## config.mk

```make
export PLATFORM = sky130hd
export DESIGN_NAME = led3_seq_driver
export DESIGN_NICKNAME = d
export VERILOG_FILES = /design/src/rtl/led3_seq_driver.sv
export SDC_FILE = /design/constraint.sdc
export NUM_CORES = 1
export LEC_CHECK = 0
export BUFFER_PORTS_ARGS = -buffer_cell sky130_fd_sc_hd__clkbuf_2
export CELL_PAD_IN_SITES_DETAIL_PLACEMENT = 0
export CELL_PAD_IN_SITES_GLOBAL_PLACEMENT = 1
export CORE_MARGIN = 1.5
export CORE_UTILIZATION = 44
export DETAILED_ROUTE_END_ITERATION = 7
export HOLD_SLACK_MARGIN = 0.03
export PLACE_DENSITY_LB_ADDON = 0.1
export SLEW_MARGIN = 20
export SYNTH_ARGS = -nofsm -noshare
export SYNTH_HDL_FRONTEND = slang
export SYNTH_SLANG_ARGS = --single-unit
```

## constraint.sdc

```tcl
create_clock -name clk -period 3.38 [get_ports clk]
set_clock_uncertainty 0.1 [all_clocks]
set_input_delay 0.507 -clock clk [delete_from_list [all_inputs] [get_ports clk]]
set_output_delay 0.507 -clock clk [all_outputs]
set_load 0.005 [all_outputs]
```

## src/rtl/led3_seq_driver.sv

```systemverilog
// led3_seq_driver: drives a fixed 12-step switch sequence into the LED FSM and counts LED mismatches
module led3_seq_driver #(
  parameter int STEP_CYCLES = 100_000_000
) (
  input  logic       clk,
  input  logic       reset,
  input  logic       start,
  input  logic [2:0] led_in,
  output logic [2:0] sw_out,
  output logic       busy,
  output logic       done,
  output logic       pass,
  output logic [3:0] err_cnt,
  output logic [3:0] step_idx
);
  localparam int CW = $clog2(STEP_CYCLES);
  localparam logic [35:0] SW_TAB  = {3'b000, 3'b111, 3'b100, 3'b010, 3'b000, 3'b100,
                                     3'b010, 3'b011, 3'b100, 3'b010, 3'b001, 3'b000};
  localparam logic [35:0] EXP_TAB = {3'b000, 3'b111, 3'b100, 3'b010, 3'b000, 3'b100,
                                     3'b010, 3'b001, 3'b100, 3'b010, 3'b001, 3'b000};
  typedef enum logic [1:0] {IDLE, RUN, DONE} state_t;
  state_t         state, state_n;
  logic [CW-1:0]  cnt, cnt_n;
  logic [3:0]     idx_n, err_n;
  logic [2:0]     sw_n;
  logic           go, last, fin;
  always_comb begin
    go      = state != RUN && start;
    last    = state == RUN && cnt == CW'(STEP_CYCLES - 1);
    fin     = last && step_idx == 4'd11;
    state_n = go ? RUN : fin ? DONE : state;
    cnt_n   = (go || last) ? '0 : (state == RUN) ? cnt + 1'b1 : cnt;
    idx_n   = (go || fin) ? 4'd0 : last ? step_idx + 4'd1 : step_idx;
    err_n   = go ? 4'd0 : last ? err_cnt + {3'd0, led_in != EXP_TAB[6'(step_idx) * 6'd3 +: 3]} : err_cnt;
    sw_n    = (state_n == RUN) ? SW_TAB[6'(idx_n) * 6'd3 +: 3] : 3'd0;
  end
  always_ff @(posedge clk) begin
    if (!reset) begin
      state    <= IDLE;
      cnt      <= '0;
      step_idx <= 4'd0;
      err_cnt  <= 4'd0;
      sw_out   <= 3'd0;
    end else begin
      state    <= state_n;
      cnt      <= cnt_n;
      step_idx <= idx_n;
      err_cnt  <= err_n;
      sw_out   <= sw_n;
    end
  end
  assign busy = state == RUN;
  assign done = state == DONE;
  assign pass = done && err_cnt == 4'd0;
endmodule

```

# Word level (Yosys, flattened, before mapping)
# Index checks and enable logic that the tools add are counted.
dict set report totals {
  reg_bits 40
  in_bits 6
  out_inout_bits 14
}
dict set report classes {
  addsub 3
  multipliers 2
  eq_ne 7
  shift 2
  mux 4
  bitwise_logic 1
  n_reduce_logical 10
}
# operator n
set ops {}
lappend ops {{36-bit by 7-bit variable part select with 3-bit output, first input constant} 2}
lappend ops {{27-bit by 1-bit adder with 27-bit output, second input constant} 1}
lappend ops {{27-bit == test, second input constant} 1}
lappend ops {{4-bit by 2-bit multiplier with 6-bit output, second input constant} 2}
lappend ops {{4-bit two-way mux} 2}
lappend ops {{4-bit by 1-bit adder with 4-bit output} 1}
lappend ops {{4-bit by 1-bit adder with 4-bit output, second input constant} 1}
lappend ops {{2-bit by 1-bit == test with 1-bit output, second input constant} 2}
lappend ops {{4-bit == test, second input constant} 1}
lappend ops {{1-bit logical AND} 4}
lappend ops {{4-bit zero test} 1}
lappend ops {{2-bit two-way mux} 2}
lappend ops {{2-bit OR reduction} 2}
lappend ops {{3-bit inequality test} 1}
lappend ops {{2-bit == test, second input constant} 1}
lappend ops {{1-bit logical OR} 2}
lappend ops {{2-bit by 1-bit inequality test with 1-bit output, second input constant} 1}
lappend ops {{2-bit AND reduction} 1}
lappend ops {{1-bit NOT} 1}

# Longest topological paths before layout
dict set report depth {
  ltp_word 7
  depth_mapped 12
}

# Worst setup path before layout
# OpenSTA, ideal clock, no wires.
dict set report synth_path {
  path_kind {register -> register}
  startpoint {reg cnt[0]}
  endpoint {reg sw_out[2]}
  setup_ns 0.086
  t_arrival_ns 2.214
  required_time_ns 3.194
  setup_slack_ns 0.980
  stages_incl_launch_ff 11
  n_path_buf 1
  synth_period_minus_slack_ns 2.400
  path_cell_list {dfxtp_1 ha_1 and3b_1 clkbuf_2 nand2_1 nor4_4 nand3_1 a21o_1 ha_1 a21oi_1 a211oi_1}
}
dict set report synth_via {
  elab_chain_cells 7
  elab_cells_between_ends 12
  cone_classes {mul (1); eq/ne (2); shift (1); mux (4); reduce/logical (4)}
}
# item line
set synth_lines {}
lappend synth_lines {{start, declared} 23} ;# logic [CW-1:0] cnt, cnt_n;
lappend synth_lines {{start signal, assigned} 46} ;# cnt <= cnt_n;
lappend synth_lines {{27-bit == test (*)} 29} ;# last = state == RUN && cnt == CW'(STEP_CYCLES - 1);
lappend synth_lines {{1-bit logical AND (*)} 29}
lappend synth_lines {{1-bit logical AND} 30} ;# fin = last && step_idx == 4'd11;
lappend synth_lines {{1-bit logical OR / 2-bit two-way mux (equally long branches)} {33, 31}}
lappend synth_lines {{4-bit two-way mux / 2-bit two-way mux (equally long branches)} {33, 31}}
lappend synth_lines {{4-bit by 2-bit multiplier with 6-bit output / 2-bit by 1-bit == test with 1-bit output (equally long branches)} 35} ;# sw_n = (state_n == RUN) ? SW_TAB[6'(idx_n) * 6'd3 +: 3] : 3'd0;
lappend synth_lines {{36-bit by 7-bit variable part select with 3-bit output / 2-bit AND reduction (equally long branches)} --}
lappend synth_lines {{end signal, assigned} 49} ;# sw_out <= sw_n;
lappend synth_lines {{end, declared} 9} ;# output logic [2:0] sw_out,
# Every way passes the cells marked *; elsewhere a longest branch is shown, timed or not.
# A chain may end at the register's enable or synchronous reset.

# Final worst setup path
dict set report layout_path {
  startpoint {reg cnt[0]}
  endpoint {reg sw_out[2]}
}
dict set report layout_via {
  elab_chain_cells 7
  elab_cells_between_ends 12
  cone_classes {mul (1); eq/ne (2); shift (1); mux (4); reduce/logical (4)}
}
# item line
set layout_lines {}
lappend layout_lines {{27-bit == test (*)} 29}
lappend layout_lines {{1-bit logical AND (*)} 29}
lappend layout_lines {{1-bit logical AND} 30}
lappend layout_lines {{1-bit logical OR} 33} ;# idx_n = (go || fin) ? 4'd0 : last ? step_idx + 4'd1 : step_idx;
lappend layout_lines {{4-bit two-way mux (*)} 33}
lappend layout_lines {{via idx_n[1]} 24} ;# logic [3:0] idx_n, err_n;
lappend layout_lines {{4-bit by 2-bit multiplier with 6-bit output (*)} 35}
lappend layout_lines {{36-bit by 7-bit variable part select with 3-bit output (*)} 35}
# Mark *: on every way through the listed nets, which the timed path passes. The rest lies on a longest branch.

==> impl_metrics.csv <==
group,metric,value,unit
outcome,outcome,"finished clean",
pwr,sequentialPowerShare,56.5,%
die,horiz_die_dim,73.75,um
final_layout,stdcell_count,354,
die,design.die.area,5438,um^2
routing,detail_route.vias_per_cell,5.127,
grt,grt_antenna_before_repair,0,
setup_path,slack_of_the_worst_reg_to_reg_path,620,ps
routing,number_of_drc_markers_after_the_initial_detailed_route_iteration,47,
setup_path,critical_path.reg2reg.startpoint,"cnt[0]",
sta,tns,0,ps
sta,worst-slew-pin-transition,501.3,ps
routing,final_antenna_net_count,0,
sta,report.final.hold_viol_count,0,
routing,drt_drc_violations_left,0,
setup_path,critPathArrivalTime,2860,ps
pwr,total_switching_power,0.1919,mW
setup_path,reg2reg_to,"sw_out[2]",
die,io_pins,20,
pwr,power_switching_share,22.81,%
clocking,worst_skew_pair.late_latency,290,ps
yosys,top_ff_cell_synth,"sky130_fd_sc_hd__dfxtp_1",
routing,drt-pass1-iter-count,4,
setup_path,crit_end_category,"register",
sta,finalMaxSlewViolations,0,
die,design.core.area,4786,um^2
sta,min_period_over_period,81.73,%
sta,report.final.setup_viol,0,
yosys,synth_seq_area_share,36.36,%
yosys,syn_avg_cell_area,8.341,um^2
final_layout,antenna_cells_inserted,0,
sta,hold-worst-slack,412.7,ps
final_layout,multi_input_comb_area,1359,um^2
final_layout,layout-area-overhead-vs-synth,11.82,%
placed_design,detailed_place_hpwl,3460,um
yosys,postSynthNetCount,281,
pwr,leakagePower,0.8918,nW
yosys,post_synth_instance_area,2202,um^2
die,floorplan.initialDensity,46.01,%
grt,grt.overflow.total,0,
placed_design,portBuffers,19,
job,max-cap-violations,0,
sta,min_period,2762,ps
grt,groute.usage.overall,18.97,%
die,die_height,73.75,um
final_layout,layout.filler_cells,486,
sta,maximum_achievable_frequency,362.0,MHz
routing,routed_wirelength,4735,um
placed_design,dpl.cell_count,346,
grt,grt_max_degree,27,
pwr,power.density,341.6,nW/um^2
clocking,cts_buffers,5,
clocking,postCtsSetupRepairBufs,0,
final_layout,layout.nets,303,
setup_path,startpoint_types,"register",
yosys,synth_edf_count,0,
yosys,syn_inst,264,
sta,rsz_0062_raised_after_global_routing,"false",
pwr,combinationalPowerShare,4.1,%
hold_path,min_delay_path_depth,2,
hold_path,hold_path_class,"reg2reg",
final_layout,sequential_cell_area,800.8,um^2
routing,total_vias_in_the_final_route,1815,
setup_path,worstPathRequired,3480,ps
yosys,synth_async_sr_flop_share,0,%
yosys,synth.yosys.warnings,0,
placed_design,place_worst_setup_slack,646.6,ps
clocking,ctsHtreeMaxLevel,2,
yosys,ys_ff_latch,40,
clocking,postCtsResizedCells,0,
setup_path,reg2regPathDepth,9,
clocking,cts-root-to-sink-buffers,2,
grt,first_global_vias,1667,
yosys,synth.lib_cells_used.distinct,40,
final_layout,final_layout_size_suffix_gt1_share,12.54,%
grt,global_route_wire_length_before_repair,7872,um
placed_design,finalWeightedCongestion,0.7795,
clocking,worst_setup_hold_path_clk_slew,70,ps
setup_path,timing.setup.critical_path_class,"reg2reg",
routing,wl_per_cell,13.38,um
clocking,cts_sinks,40,
pwr,share_clk_of_total_power,39.4,%
final_layout,finish.utilization,51.45,%
pwr,ir_worst_vdd,0.1915,mV
hold_path,hold_path_end,"cnt[1]",
setup_path,path_max_fanout,8,
hold_path,hold_path_startpoint,"cnt[1]",
sta,maxSlewHeadroom,66.33,%
clocking,cts_tree,"done",
clocking,cts-root-buf,"sky130_fd_sc_hd__clkbuf_8",
pwr,cellInternalPower,0.6493,mW
clocking,ctsHoldBuffers,0,
sta,post-route-worst-setup-slack,617.6,ps
die,floorplan.rows,25,
==> power groups by stage <==
stage	Sequential (mW)	Combinational, mW	Clock [mW]
CTS	0.475	0.0346	0.344
detailed placement	0.486	0.0342	0
global placement	0.486	0.0346	0
floorplan	0.486	0.0218	0
finish	0.475	0.0343	0.332
global route	0.475	0.0379	0.360
==> area by class of cell <==
type | count | area share [%]
clock inverters | 1 | 0.3049
repair buffers | 21 | 4.472
well taps | 67 | 3.404
flip-flops and latches | 40 | 32.52
clock buffers | 7 | 3.506
multi-input cells | 214 | 55.18
inverters | 4 | 0.6098
==> worst max path at each step <==
stage               slack (ps)  cells after the start   start         to
finish                     620                      9  cnt[0]  sw_out[2]
global route               360                      9  cnt[0]  sw_out[2]
CTS                        620                      9  cnt[0]  sw_out[2]
detailed placement         650                      9  cnt[0]  sw_out[2]
global placement           770                      9  cnt[0]  sw_out[2]
floorplan                  980                     10  cnt[0]  sw_out[2]
==> sequential cells by signal, summed over array words and instances, names as in the netlist <==
| name | count |
|---|---|
| cnt | 27 |
| err_cnt | 4 |
| step_idx | 4 |
| state | 2 |
| sw_out | 3 |
==> cells by family after synthesis <==
group | after synthesis | synth area share (%)
adders and majority gates | 11 | 6.250
muxes | 5 | 2.273
DFF | 40 | 36.36
AOI/OAI and AO/OA | 29 | 8.295
xor gates and xnor gates | 31 | 12.33
buffers and inverters | 10 | 1.931
and+or+nand+nor | 138 | 32.56
==> cells in the final DEF, fill, tap and decap left out, types with 6 or more instances in the layout <==
cell                       instances
sky130_fd_sc_hd__a21oi_1          15
sky130_fd_sc_hd__nand3_1          13
sky130_fd_sc_hd__nand4_1          11
sky130_fd_sc_hd__clkbuf_2         19
sky130_fd_sc_hd__nand2_1          34
sky130_fd_sc_hd__nor3_1            6
sky130_fd_sc_hd__dfxtp_1          40
sky130_fd_sc_hd__xor2_1           13
sky130_fd_sc_hd__nor2_1           40
sky130_fd_sc_hd__xnor2_1          18
sky130_fd_sc_hd__clkbuf_8          6
sky130_fd_sc_hd__ha_1             11
==> worst max-delay path, stage by stage, from the launching register on <==
cell and delay, ps:
sky130_fd_sc_hd__dfxtp_1 400, sky130_fd_sc_hd__ha_1 170, sky130_fd_sc_hd__and3b_1 310, sky130_fd_sc_hd__nand2_1 150, sky130_fd_sc_hd__nor4_4 510, sky130_fd_sc_hd__nand3_1 210
sky130_fd_sc_hd__a21oi_1 280, sky130_fd_sc_hd__ha_1 230, sky130_fd_sc_hd__mux2i_1 80, sky130_fd_sc_hd__a211oi_1 240
==> synth_stat cells, types with 2 or more instances <==
cell type	number	share of area, %
sky130_fd_sc_hd__a211oi_1	2	0.68
sky130_fd_sc_hd__a21o_1	2	0.68
sky130_fd_sc_hd__a21oi_1	15	3.4
sky130_fd_sc_hd__o31a_1	2	0.80
sky130_fd_sc_hd__buf_2	3	0.68
sky130_fd_sc_hd__nand2_1	34	5.8
sky130_fd_sc_hd__nor4_1	5	1.4
sky130_fd_sc_hd__clkbuf_1	2	0.34
sky130_fd_sc_hd__xor2_1	13	5.2
sky130_fd_sc_hd__nor2b_1	5	1.4
sky130_fd_sc_hd__o21ai_0	3	0.68
sky130_fd_sc_hd__nand4_1	11	3.1
sky130_fd_sc_hd__nand3_1	13	3.0
sky130_fd_sc_hd__o22ai_1	2	0.57
sky130_fd_sc_hd__and3_1	5	1.4
sky130_fd_sc_hd__nor3_1	6	1.4
sky130_fd_sc_hd__mux2i_1	5	2.3
sky130_fd_sc_hd__dfxtp_1	40	36
sky130_fd_sc_hd__nor2_1	40	6.8
sky130_fd_sc_hd__and2_1	4	1.1
sky130_fd_sc_hd__ha_1	11	6.2
sky130_fd_sc_hd__inv_1	4	0.68
sky130_fd_sc_hd__xnor2_1	18	7.2
sky130_fd_sc_hd__and4_1	2	0.80
sky130_fd_sc_hd__nand2b_1	2	0.57
==> through the flow <==
stage,cell area [um^2],total power [mW]
CTS,2462,0.8532
floorplan,2202,0.5075
global placement,2369,0.5207
global route,2462,0.8732
finish,2462,0.8412
detailed placement,2369,0.5204
==> layer usage <==
metal | GRT usage [%] | vias to the layer above | share of wire [%]
li1 | - | 956 | -
met1 | 25.31 | 827 | 52
met2 | 30.63 | 25 | 44
met3 | 4.527 | 7 | 2.7
met4 | 4.938 | 0 | 1.2
met5 | 0 | - | 0
Power figures use the tool's default switching activity.
